===== config.mk =====
export PLATFORM = sky130hd
export DESIGN_NAME = recombine_sequencer
export DESIGN_NICKNAME = d
export VERILOG_FILES = /design/src/rtl/recombine_sequencer.sv
export SDC_FILE = /design/constraint.sdc
export NUM_CORES = 1
export LEC_CHECK = 0
export ABC_AREA = 0
export BUFFER_PORTS_ARGS = -buffer_cell sky130_fd_sc_hd__clkbuf_2
export CORE_ASPECT_RATIO = 1.25
export CORE_UTILIZATION = 38
export DETAILED_ROUTE_END_ITERATION = 10
export MAX_ROUTING_LAYER = met4
export PLACE_DENSITY_LB_ADDON = 0.12
export SLEW_MARGIN = 15
export SYNTH_ARGS = -nofsm -noshare
export SYNTH_HDL_FRONTEND = slang
export SYNTH_SLANG_ARGS = --single-unit

===== constraint.sdc =====
create_clock -name clk -period 4.41 [get_ports clk]
set_clock_uncertainty 0.2 [all_clocks]
set_input_delay 0.441 -clock clk [delete_from_list [all_inputs] [get_ports clk]]
set_output_delay 0.441 -clock clk [all_outputs]
set_load 0.02 [all_outputs]

===== src/rtl/recombine_sequencer.sv =====
// recombine_sequencer
//   Unmasks a d-share word by running it through a narrow XOR recombination
//   path, `count` bits per cycle, then offers the unmasked word downstream.
//
//   Parameters:
//     d      shares per bit (>= 1)
//     count  bits recombined per cycle
//     width  unmasked word width (multiple of count)
//
//   Ports:
//     clk        rising-edge clock
//     rst_n      asynchronous active-low reset
//     in_valid   shared word available
//     in_ready   block can accept a shared word
//     sh_in      shared word; shares of bit i at [i*d +: d]
//     out_valid  unmasked word available
//     out_ready  consumer accepts the word
//     out_data   unmasked word; bit i = XOR of the d shares of bit i
//     busy       high while recombining or holding a result
module recombine_sequencer #(
    parameter int d     = 2,
    parameter int count = 8,
    parameter int width = 128
) (
    input  logic                 clk,
    input  logic                 rst_n,
    input  logic                 in_valid,
    output logic                 in_ready,
    input  logic [width*d-1:0]   sh_in,
    output logic                 out_valid,
    input  logic                 out_ready,
    output logic [width-1:0]     out_data,
    output logic                 busy
);

    localparam int CHUNKS = width / count;
    localparam int KW     = (CHUNKS > 1) ? $clog2(CHUNKS) : 1;
    localparam int SLICE  = count * d;

    typedef enum logic [1:0] {
        IDLE,
        RUN,
        OUT
    } state_t;

    state_t              state;
    state_t              state_nxt;
    logic [KW-1:0]       k;
    logic [width*d-1:0]  sh_reg;
    logic                armed;
    logic [SLICE-1:0]    chunk_sh;
    logic [count-1:0]    chunk_pt;
    logic                last_chunk;
    logic                accept;

    // armed keeps in_ready low until the first clock after reset release
    assign in_ready   = armed && (state == IDLE);
    assign accept     = in_valid && in_ready;
    assign out_valid  = (state == OUT);
    assign busy       = (state != IDLE);
    assign last_chunk = (k == KW'(CHUNKS - 1));

    assign chunk_sh   = sh_reg[int'(k)*SLICE +: SLICE];

    // Shared recombination path: one XOR tree per output bit of the chunk
    always_comb begin
        chunk_pt = '0;
        for (int unsigned j = 0; j < count; j++) begin
            chunk_pt[j] = ^chunk_sh[j*d +: d];
        end
    end

    always_comb begin
        state_nxt = state;
        unique case (state)
            IDLE:    if (accept)     state_nxt = RUN;
            RUN:     if (last_chunk) state_nxt = OUT;
            OUT:     if (out_ready)  state_nxt = IDLE;
            default:                 state_nxt = IDLE;
        endcase
    end

    always_ff @(posedge clk or negedge rst_n) begin
        if (!rst_n) begin
            state    <= IDLE;
            armed    <= 1'b0;
            k        <= '0;
            sh_reg   <= '0;
            out_data <= '0;
        end else begin
            state <= state_nxt;
            armed <= 1'b1;
            if (accept) begin
                sh_reg <= sh_in;
                k      <= '0;
            end
            if (state == RUN) begin
                out_data[int'(k)*count +: count] <= chunk_pt;
                if (!last_chunk) k <= k + KW'(1);
            end
        end
    end

endmodule

==> results of run 1 <==
## area by class of cell
cell class                      instances  area, um2  area share [%]
Clock buffer                           63       1280            5.51
Inverter                                8       30.0           0.129
Tap cell                              565        707            3.04
Antenna cell                           17       42.5           0.183
Multi-Input combinational cell        703       6440            27.7
Sequential cell                       391       9790            42.0
Timing Repair Buffer                  666       4740            20.4
Clock inverter                         14        250            1.07
## cell usage after synthesis (6+ instances only)
library cell  number
o31ai_2           10
xnor2_2            6
dfrtp_1          391
o21ai_1          107
nor2_1             7
xnor2_1            6
buf_2             35
a22oi_1           26
o31ai_1            6
nand2_1          157
clkbuf_1          28
inv_1              8
mux2_2           259
mux4_2            64
o21ai_0            8
## timing repair
item / in CTS / in global routing
hold endpoints to repair: 345 / 0
buffers inserted: 0 / 0
hold buffers: 258 / 0
setup endpoints to repair: 0 / 0
## through the flow
| step | hold slack (ns) | std cells |
|---|---|---|
| global placement | 0.263 | 2075 |
| floorplan | -0.0546 | 1178 |
| CTS | 0.282 | 2410 |
| detailed placement | 0.268 | 2075 |
| finish | 0.283 | 2427 |
| global route | 0.300 | 2426 |
## path summary, 6_finish.rpt
| check | start | slack (ns) | end | cells past startpoint |
|---|---|---|---|---|
| setup / recovery | k[1] | 1.02 | out_data[104] | 6 |
| setup reg to reg | k[1] | 1.02 | out_data[104] | 6 |
| max in group asynchronous | rst_n | 2.58 | sh_reg[60] | 3 |
| hold / removal | out_data[50] | 0.28 | out_data[50] | 2 |
| hold reg to reg | out_data[50] | 0.28 | out_data[50] | 2 |
| min in group asynchronous | rst_n | 0.30 | out_data[55] | 2 |
## power groups by stage
stage,Sequential (mW),Combinational [mW],Clock [mW]
finish,6.34,8.12,3.89
global route,6.56,8.72,4.13
CTS,6.35,8.29,3.99
detailed placement,6.41,8.08,0
global placement,6.35,7.98,0
floorplan,6.46,4.96,0
## tightest hold or removal path, delay by kind of cell (launching register included)
kind	cells	cell delay, ns
simple gates	1	0.05
compound gates	1	0.06
flops	1	0.34
## metal layers
metal	global-route usage [%]	vias up
li1	-	5544
met1	27.1	6114
met2	39.1	346
met3	3.63	98
met4	8.70	0
met5	-	-
## kinds of logic after synthesis
kind of cell | Yosys count | synth area share [%]
other | 1 | 0.0225
AOI/OAI and AO/OA | 167 | 6.21
and+or+nand+nor | 192 | 4.83
buffers and inverters | 84 | 2.53
xor gates and xnor gates | 13 | 0.955
muxes | 325 | 26.3
adders and majority gates | 5 | 0.376
DFF | 391 | 58.8
## cell usage in the layout, fill, tap and decap left out, types with 2 or more instances in the layout
cell type and instances:
dfrtp_1 389, clkbuf_16 45, nand4_1 5, bufinv_16 7, a21oi_1 2, nand2b_1 4
clkinv_2 5, and3_1 2, diode_2 17, mux2i_1 2, xnor2_1 6, mux2_2 259
clkinvlp_4 2, o21ai_1 107, dlygate4sd3_1 258, o21ai_0 8, dfrtp_4 2, xnor2_2 6
nand3_1 5, a22oi_1 26, nor2_1 6, clkbuf_2 389, buf_12 5, nor2b_1 4
nand2_1 157, o31ai_1 6, mux4_2 64, inv_1 8, o31ai_2 10, buf_4 13
a2111oi_2 2, clkbuf_1 9, clkbuf_8 9, ha_1 5
==> results_dict.tcl, run 1 <==
set metrics [dict create \
    outcome "completed" \
    power.share.clock_pct 21.2 \
    grt_start_max_net_pins 129 \
    wl_met3_um 2180 \
    die_height_um 236 \
    leakage_nw 10.6 \
    floorplan.io_pins 391 \
    ys_async_sr_fraction_pct 100 \
    ant_nets 0 \
    synth_area_um2 16600 \
    synth_edf_count 0 \
    antenna_violations_before_repair 15 \
    met2RoutedLength_um 25400 \
    p_sw_mw 7.20 \
    worstPathMaxFanout 38 \
    largest_register_ff_count 256 \
    drt_first_pass_iters 4 \
    yosysWarningCount 0 \
    timing_worst_slew_pin_value_ns 1.03 \
    cell_at_the_root_of_the_clock_tree "clkbuf_16" \
    synth.net_count 1443 \
    starting_density_of_the_core_pct 38.5 \
    dpl.hpwl_um 33900 \
    clkSlewWorstSetupHoldPaths_ns 0.06 \
    critical-path-top-delay-family "flip-flops" \
    report.final.setup_viol 0 \
    cp_data_required_time_ns 4.60 \
    io_buffer_count 390 \
    critPathLaunchType "flip-flop" \
    utilization_after_layout_pct 53.9 \
    grt-ovfl-total 0 \
    grt_pass1_vias 12900 \
    vdd_ir_drop_max_uv 656 \
    detail_route.iter0.violations 502 \
    class_of_the_worst_hold_path "flip-flop to flip-flop" \
    detailed_route_wl_um 48700 \
    cellPowerDensity_nw_per_um2 787 \
    final_layout_size_suffix_gt1_share_pct 44.7 \
    floorplan_die_width_um 189 \
    cpPeakStageDelay_ns 0.77 \
    grt_first_pass_wirelength_um 75600 \
    core_um2 43200 \
    fillCellCount 3775 \
    tritoncts.num_buffers 42 \
    maxCapViolCount 0 \
    postPlaceCellArea_um2 19100 \
    post_synth_num_cell_types 43 \
    nets 2077 \
    dp_worst_setup_slack_ns 0.975 \
    clock-sinks 391 \
    finalWorstPathRequiredPeriod_ns 3.39 \
    rsz0062_at_grt "false" \
    synth_top_area_cell "dfrtp_1" \
    drc 0 \
    timing.final.hold_violations 0 \
    post_synth_inst_count 1178 \
    synth.avg_cell_area_um2 14.1 \
    stdcell_area_um2 23300 \
    worst-setup-path-type "flip-flop to flip-flop" \
    post_drt_via_cell_ratio 4.99 \
    fin_crit_sh_pct 76.9 \
    slew_violations 0 \
    yosys_most_used_dff "dfrtp_1" \
    cellInternalPower_mw 11.1 \
    slew_headroom_pct 31.0 \
    grt.total_usage_pct 22.9 \
    synth_top_cells_by_area "dfrtp_1 59%, mux2_2 18%, mux4_2 8.7%" \
    combPwrFrac_pct 44.3 \
    post_cts.resized_instances 0 \
    crit_path_end_kind "flip-flop" \
    detailroute.via_count 12100 \
    highest_layer "met4" \
    synth_sequential_area_ratio_pct 58.8 \
    gp_routability_congestion 0.819 \
    fmax_ghz 0.295 \
    design_power_total_mw 18.3 \
    seq_power_share_pct 34.6 \
    tritoncts_clock_tree "built" \
    die_area_um2 44600 \
    cts_htree_levels 2 \
    worst_skew_pair.late_latency_ns 0.55 \
    totalNegativeSetupSlack_ns 0 \
    area.growth.synth_to_final_pct 39.9 \
    path_buf_inv 1 \
    post_drt_wl_per_cell_um 20.1 \
    met1_length_um 19500 \
    cp_cell_sequence "buf_4 -> mux4_2 -> xnor2_1 -> a22oi_1 -> nand2_1 -> o21ai_0" \
    crit_slowest_cell "dfrtp_4" \
    power.share.switching_pct 39.2 \
    synth-seq-cells 391 \
    core.rowCount 85 \
    cts_buffer_depth 3 \
    synth_top_cell_area_share_pct 58.8 \
    setup_slack_ns 1.02 \
    critPathArrivalTime_ns 3.59 \
]
(Power assumes the default switching activity.)
==> run 2, diff against run 1 <==
==> constraint.sdc (replaced) <==
create_clock -name clk -period 3.07 [get_ports clk]
set_clock_uncertainty 0.2 [all_clocks]
set_input_delay 0.307 -clock clk [delete_from_list [all_inputs] [get_ports clk]]
set_output_delay 0.307 -clock clk [all_outputs]
set_load 0.02 [all_outputs]
==> run 2 against run 1 <==
Compared with the run above: utilization grew 0.35 points; count of clock-buffer cells in the layout up 3; hold slack got worse by 0.20 ns; register-to-register slack lost 0.73 ns.
==> results_dict.tcl, run 2 (synthesized netlist as in run 1, its figures left out) <==
set metrics [dict create \
    layout_common_cells "389 x dfrtp_1, 389 x clkbuf_2, 259 x mux2_2, 258 x dlygate4sd3_1, 157 x nand2_1" \
    cts_buffer_depth 3 \
    post_drt_via_cell_ratio 4.96 \
    floorplan.io_pins 391 \
    grt-ovfl-total 0 \
    clock-sinks 391 \
    leakage_nw 10.7 \
    largest_register_ff_count 256 \
    gp_routability_congestion 0.798 \
    grt_first_pass_wirelength_um 76900 \
    worst-setup-path-type "flip-flop to flip-flop" \
    critPathArrivalTime_ns 3.00 \
    grt_start_max_net_pins 90 \
    core_um2 43200 \
    cellPowerDensity_nw_per_um2 1130 \
    detailed_route_wl_um 49400 \
    drt_first_pass_iters 4 \
    die_height_um 236 \
    die_area_um2 44600 \
    fin_crit_sh_pct 90.6 \
    antenna_violations_before_repair 6 \
    maxCapViolCount 0 \
    io_buffer_count 390 \
    cell_at_the_root_of_the_clock_tree "clkbuf_16" \
    critical-path-top-delay-family "multiplexers" \
    cts_htree_levels 2 \
    detailroute.via_count 12100 \
    grt_pass1_vias 13000 \
    post-cts-setup-buffers 0 \
    worst_skew_pair.late_latency_ns 0.55 \
    rsz0062_at_grt "false" \
    tritoncts_clock_tree "built" \
    crit_slowest_cell "mux4_2" \
    post_drt_wl_per_cell_um 20.3 \
    tritoncts.num_buffers 42 \
    area.growth.synth_to_final_pct 40.9 \
    drc 0 \
    finalWorstPathRequiredPeriod_ns 2.78 \
    floorplan_die_width_um 189 \
    post_cts.resized_instances 0 \
    timing.final.hold_violations 0 \
    utilization_after_layout_pct 54.3 \
    vdd_ir_drop_max_uv 792 \
    grt.total_usage_pct 23.4 \
    slew_violations 0 \
    clkSlewWorstSetupHoldPaths_ns 0.06 \
    detail_route.iter0.violations 542 \
    fmax_ghz 0.359 \
    crit_path_end_kind "flip-flop" \
    cp_cell_sequence "buf_12 -> mux4_2 -> xnor2_1 -> a22oi_1 -> nand2_1 -> buf_12 -> o21ai_0" \
    totalNegativeSetupSlack_ns 0 \
    final_layout_size_suffix_gt1_share_pct 45.3 \
    dpl.hpwl_um 34400 \
    cp_data_required_time_ns 3.29 \
    slew_headroom_pct 23.2 \
    cpPeakStageDelay_ns 0.54 \
    reg2reg_from "k[0]" \
    class_of_the_worst_hold_path "primary input to asynchronous set/reset pin" \
    starting_density_of_the_core_pct 38.5 \
    ant_nets 0 \
    critPathLaunchType "flip-flop" \
    core.rowCount 85 \
    timing_worst_slew_pin_value_ns 1.15 \
    nets 2096 \
    critPathLaunch "k[0]" \
    outcome "completed" \
    path_buf_inv 2 \
    report.final.setup_viol 0 \
    critical_path.most_common_cell "buf_12" \
    worstPathMaxFanout 27 \
]
==> run 2: changes by cell type in the layout (fill, tap and decap cells not counted) <==
cell,before,now
clkbuf_1,9,7
inv_6,0,1
buf_4,13,22
diode_2,17,7
clkbuf_8,9,14
nor2_2,1,0
bufinv_16,7,2
clkinvlp_4,2,1
buf_12,5,15
nor2_1,6,7
==> run 2: cell type report <==
type	instances	area, um2
clock inverters	9	101
inverters	8	30.0
diodes	7	17.5
clock buffers	66	1350
fillers	3754	19700
well taps	565	707
repair buffers	685	5010
multi-input cells	703	6440
flip-flops and latches	391	9790
==> run 2: where the power goes <==
group | total (mW) | switching (mW) | leakage (nW) | internal, mW
Clock | 5.24 | 2.07 | 0.716 | 3.17
Sequential | 8.92 | 1.35 | 4.85 | 7.57
Combinational | 12.4 | 7.04 | 5.14 | 5.32
Total | 26.5 | 10.5 | 10.7 | 16.1
==> run 2: timing repair <==
action	4_1_cts	5_1_grt
hold buffers	258	0
endpoints found under the setup margin	0	0
hold endpoints to repair	488	0
==> run 2: worst reg2reg max path: cells and delay by family, from the launching register on <==
kind,cells,cell delay (ns)
buffers and inverters,2,0.45
and+or+nand+nor,1,0.18
AOI/OAI and AO/OA,2,0.30
DFF,1,0.53
muxes,1,0.57
xor gates and xnor gates,1,0.43
==> run 2: worst paths after layout <==
kind / to / slack (ns) / cells after the start
min in group clk: state[0] / 0.14 / 4
max in group asynchronous: sh_reg[245] / 1.61 / 3
min reg2reg: out_data[28] / 0.28 / 2
max: out_data[120] / 0.29 / 7
max reg2reg: out_data[120] / 0.29 / 7
min: out_data[17] / 0.08 / 2
==> run 2: per-layer routing <==
layer  global-route usage [%]  wire length, um
met5                        -                0
met3                     3.85             2140
met1                     27.5            19500
met2                     40.1            26000
met4                     8.70             1760
==> run 2: stage by stage <==
stage / instance area [um2] / instances / power (mW) / hold WS, ns / worst slack [ns]
6_report: 23400 / 2434 / 26.5 / 0.0801 / 0.287
2_1_floorplan: 16600 / 1178 / 16.4 / -0.189 / 0.000221
3_5_place_dp: 19400 / 2094 / 21.4 / 0.0721 / 0.196
5_1_grt: 23400 / 2433 / 28.2 / 0.0945 / 0.0763
3_3_place_gp: 19400 / 2094 / 21.2 / 0.0705 / 0.224
4_1_cts: 23400 / 2427 / 27.0 / 0.0624 / 0.174
==> run 3, diff against run 2 <==
--- a/config.mk
+++ b/config.mk
@@ -12,6 +12,7 @@
 export DETAILED_ROUTE_END_ITERATION = 10
 export MAX_ROUTING_LAYER = met4
 export PLACE_DENSITY_LB_ADDON = 0.12
+export RECOVER_POWER = 100
 export SLEW_MARGIN = 15
 export SYNTH_ARGS = -nofsm -noshare
 export SYNTH_HDL_FRONTEND = slang
==> run 3 against run 2 <==
Compared with the run above: sequential share of layout area grew 0.53 points; final cell count is the same; sequential cell count is the same; sequential power is essentially flat; non-clock buffer count is the same; count of clock-buffer cells in the layout is the same; design area shrank 1.3%; first-iteration DRC count shrank 1.3%; critical path type unchanged.
==> results_dict.tcl, run 3 (synthesized netlist as in run 1, its figures left out) <==
set metrics [dict create \
    outcome "completed" \
    final_layout_size_suffix_gt1_share_pct 37.6 \
    critPathLaunch "state[1]" \
    regToRegEndpoint "sh_reg[116]" \
    cts_htree_levels 2 \
    gp_routability_congestion 0.798 \
    clkSlewWorstSetupHoldPaths_ns 0.06 \
    detail_route.iter0.violations 535 \
    post_drt_wl_per_cell_um 20.4 \
    timing_worst_slew_pin_value_ns 1.48 \
    core.rowCount 85 \
    rsz0062_at_grt "false" \
    cellPowerDensity_nw_per_um2 1120 \
    tritoncts_clock_tree "built" \
    cts_buffer_depth 3 \
    layout_common_cells "389 x dfrtp_1, 260 x clkbuf_2, 259 x mux2_2, 258 x dlygate4sd3_1, 157 x nand2_1" \
    timing.final.hold_violations 0 \
    fin_crit_sh_pct 93.3 \
    io_buffer_count 390 \
    vdd_ir_drop_max_uv 715 \
    post_drt_via_cell_ratio 4.95 \
    die_height_um 236 \
    leakage_nw 10.2 \
    starting_density_of_the_core_pct 38.5 \
    tritoncts.num_buffers 42 \
    maxCapViolCount 0 \
    largest_register_ff_count 256 \
    grt.total_usage_pct 23.4 \
    drt_first_pass_iters 4 \
    die_area_um2 44600 \
    slew_headroom_pct 1.43 \
    totalNegativeSetupSlack_ns 0 \
    wl_met3_um 2210 \
    worstPathMaxFanout 27 \
    class_of_the_worst_hold_path "flip-flop to flip-flop" \
    cp_data_required_time_ns 3.31 \
    highest_layer "met4" \
    nets 2096 \
    met1_length_um 19600 \
    ant_nets 0 \
    floorplan_die_width_um 189 \
    setup_slack_ns 0.206 \
    area.growth.synth_to_final_pct 39.1 \
    clock-sinks 391 \
    fmax_ghz 0.349 \
    cpPeakStageDelay_ns 0.87 \
    worst-setup-path-type "flip-flop to flip-flop" \
    floorplan.io_pins 391 \
    critPathLaunchType "flip-flop" \
    worst_skew_pair.late_latency_ns 0.55 \
    detailed_route_wl_um 49600 \
    dp_worst_setup_slack_ns 0.196 \
    drc 0 \
    slew_violations 0 \
    critPathArrivalTime_ns 3.10 \
    dpl.hpwl_um 34400 \
    leading_cell_type_in_the_layout_fill_and_taps_excluded "dfrtp_1" \
    detailroute.via_count 12000 \
    antenna_violations_before_repair 6 \
    post_cts.resized_instances 0 \
    critPathCapture "sh_reg[116]" \
    worstRegToRegCells 4 \
    crit_path_end_kind "flip-flop" \
    grt_start_max_net_pins 90 \
    grt_pass1_vias 13000 \
    report.final.setup_viol 0 \
    reg2reg_from "state[1]" \
    finalWorstPathRequiredPeriod_ns 2.86 \
    grt_first_pass_wirelength_um 76900 \
    grt-ovfl-total 0 \
    rrSetupSlack_ns 0.21 \
    met2RoutedLength_um 26100 \
    core_um2 43200 \
    cell_at_the_root_of_the_clock_tree "clkbuf_16" \
    crit_slowest_cell "and2_1" \
    cp_cell_sequence "nor3b_1 -> and2_1 -> clkbuf_4 -> mux2_2" \
]
-- run 3: cell types whose count changed in the layout (fill, tap and decap cells not counted), sizes merged --
cell | previous run | this run
clkbuf | 455 | 464
buf | 38 | 29
-- run 3: metal layers --
metal  GRT usage, %  vias to the layer above
li1               -                     5564
met1           27.5                     6016
met2           40.1                      360
met3           3.85                       99
met4           8.70                        0
met5              -                        -
-- run 3: what timing repair did --
action                    in CTS  in global routing
setup buffers                  0                  0
hold buffers                 258                  0
hold endpoints to repair     488                  0
-- run 3: area by class of cell --
cell class | instances | area (um2)
Antenna cell | 7 | 17.5
Tap cell | 565 | 707
Sequential cell | 391 | 9790
Clock inverter | 9 | 101
Multi-Input combinational cell | 703 | 6400
Inverter | 8 | 30.0
Timing Repair Buffer | 685 | 4760
Clock buffer | 66 | 1350
Fill cell | 3822 | 20000
-- run 3: where the power goes --
group,total (mW),internal [mW],switching [mW]
sequential,8.91,7.57,1.34
combinational,11.7,4.94,6.76
clock,5.23,3.17,2.06
total,25.9,15.7,10.2
-- run 3: worst min path at each step --
stage | from | end | slack, ns | cells after the start
floorplan | rst_n | armed | -0.19 | 0
global placement | rst_n | out_data[17] | 0.07 | 1
detailed placement | rst_n | out_data[17] | 0.07 | 1
CTS | rst_n | out_data[17] | 0.06 | 2
global route | out_data[62] | out_data[62] | 0.30 | 2
finish | out_data[67] | out_data[67] | 0.28 | 2
-- run 3: critical path: cells and delay by family, from the launching register on --
kind | cells | cell delay [ns]
and+or+nand+nor | 2 | 1.15
muxes | 1 | 0.38
buffers and inverters | 1 | 0.57
DFF | 1 | 0.41
-- run 3: metrics by stage --
| step | instance area, um2 | hold slack [ns] | power [mW] | std cells | util [%] |
|---|---|---|---|---|---|
| global placement | 19400 | 0.0705 | 21.2 | 2094 | 44.9 |
| floorplan | 16600 | -0.189 | 16.4 | 1178 | - |
| global route | 23100 | 0.301 | 27.5 | 2433 | 53.6 |
| detailed placement | 19400 | 0.0721 | 21.4 | 2094 | 44.9 |
| finish | 23100 | 0.276 | 25.9 | 2434 | 53.6 |
| CTS | 23400 | 0.0624 | 27.0 | 2427 | 54.3 |
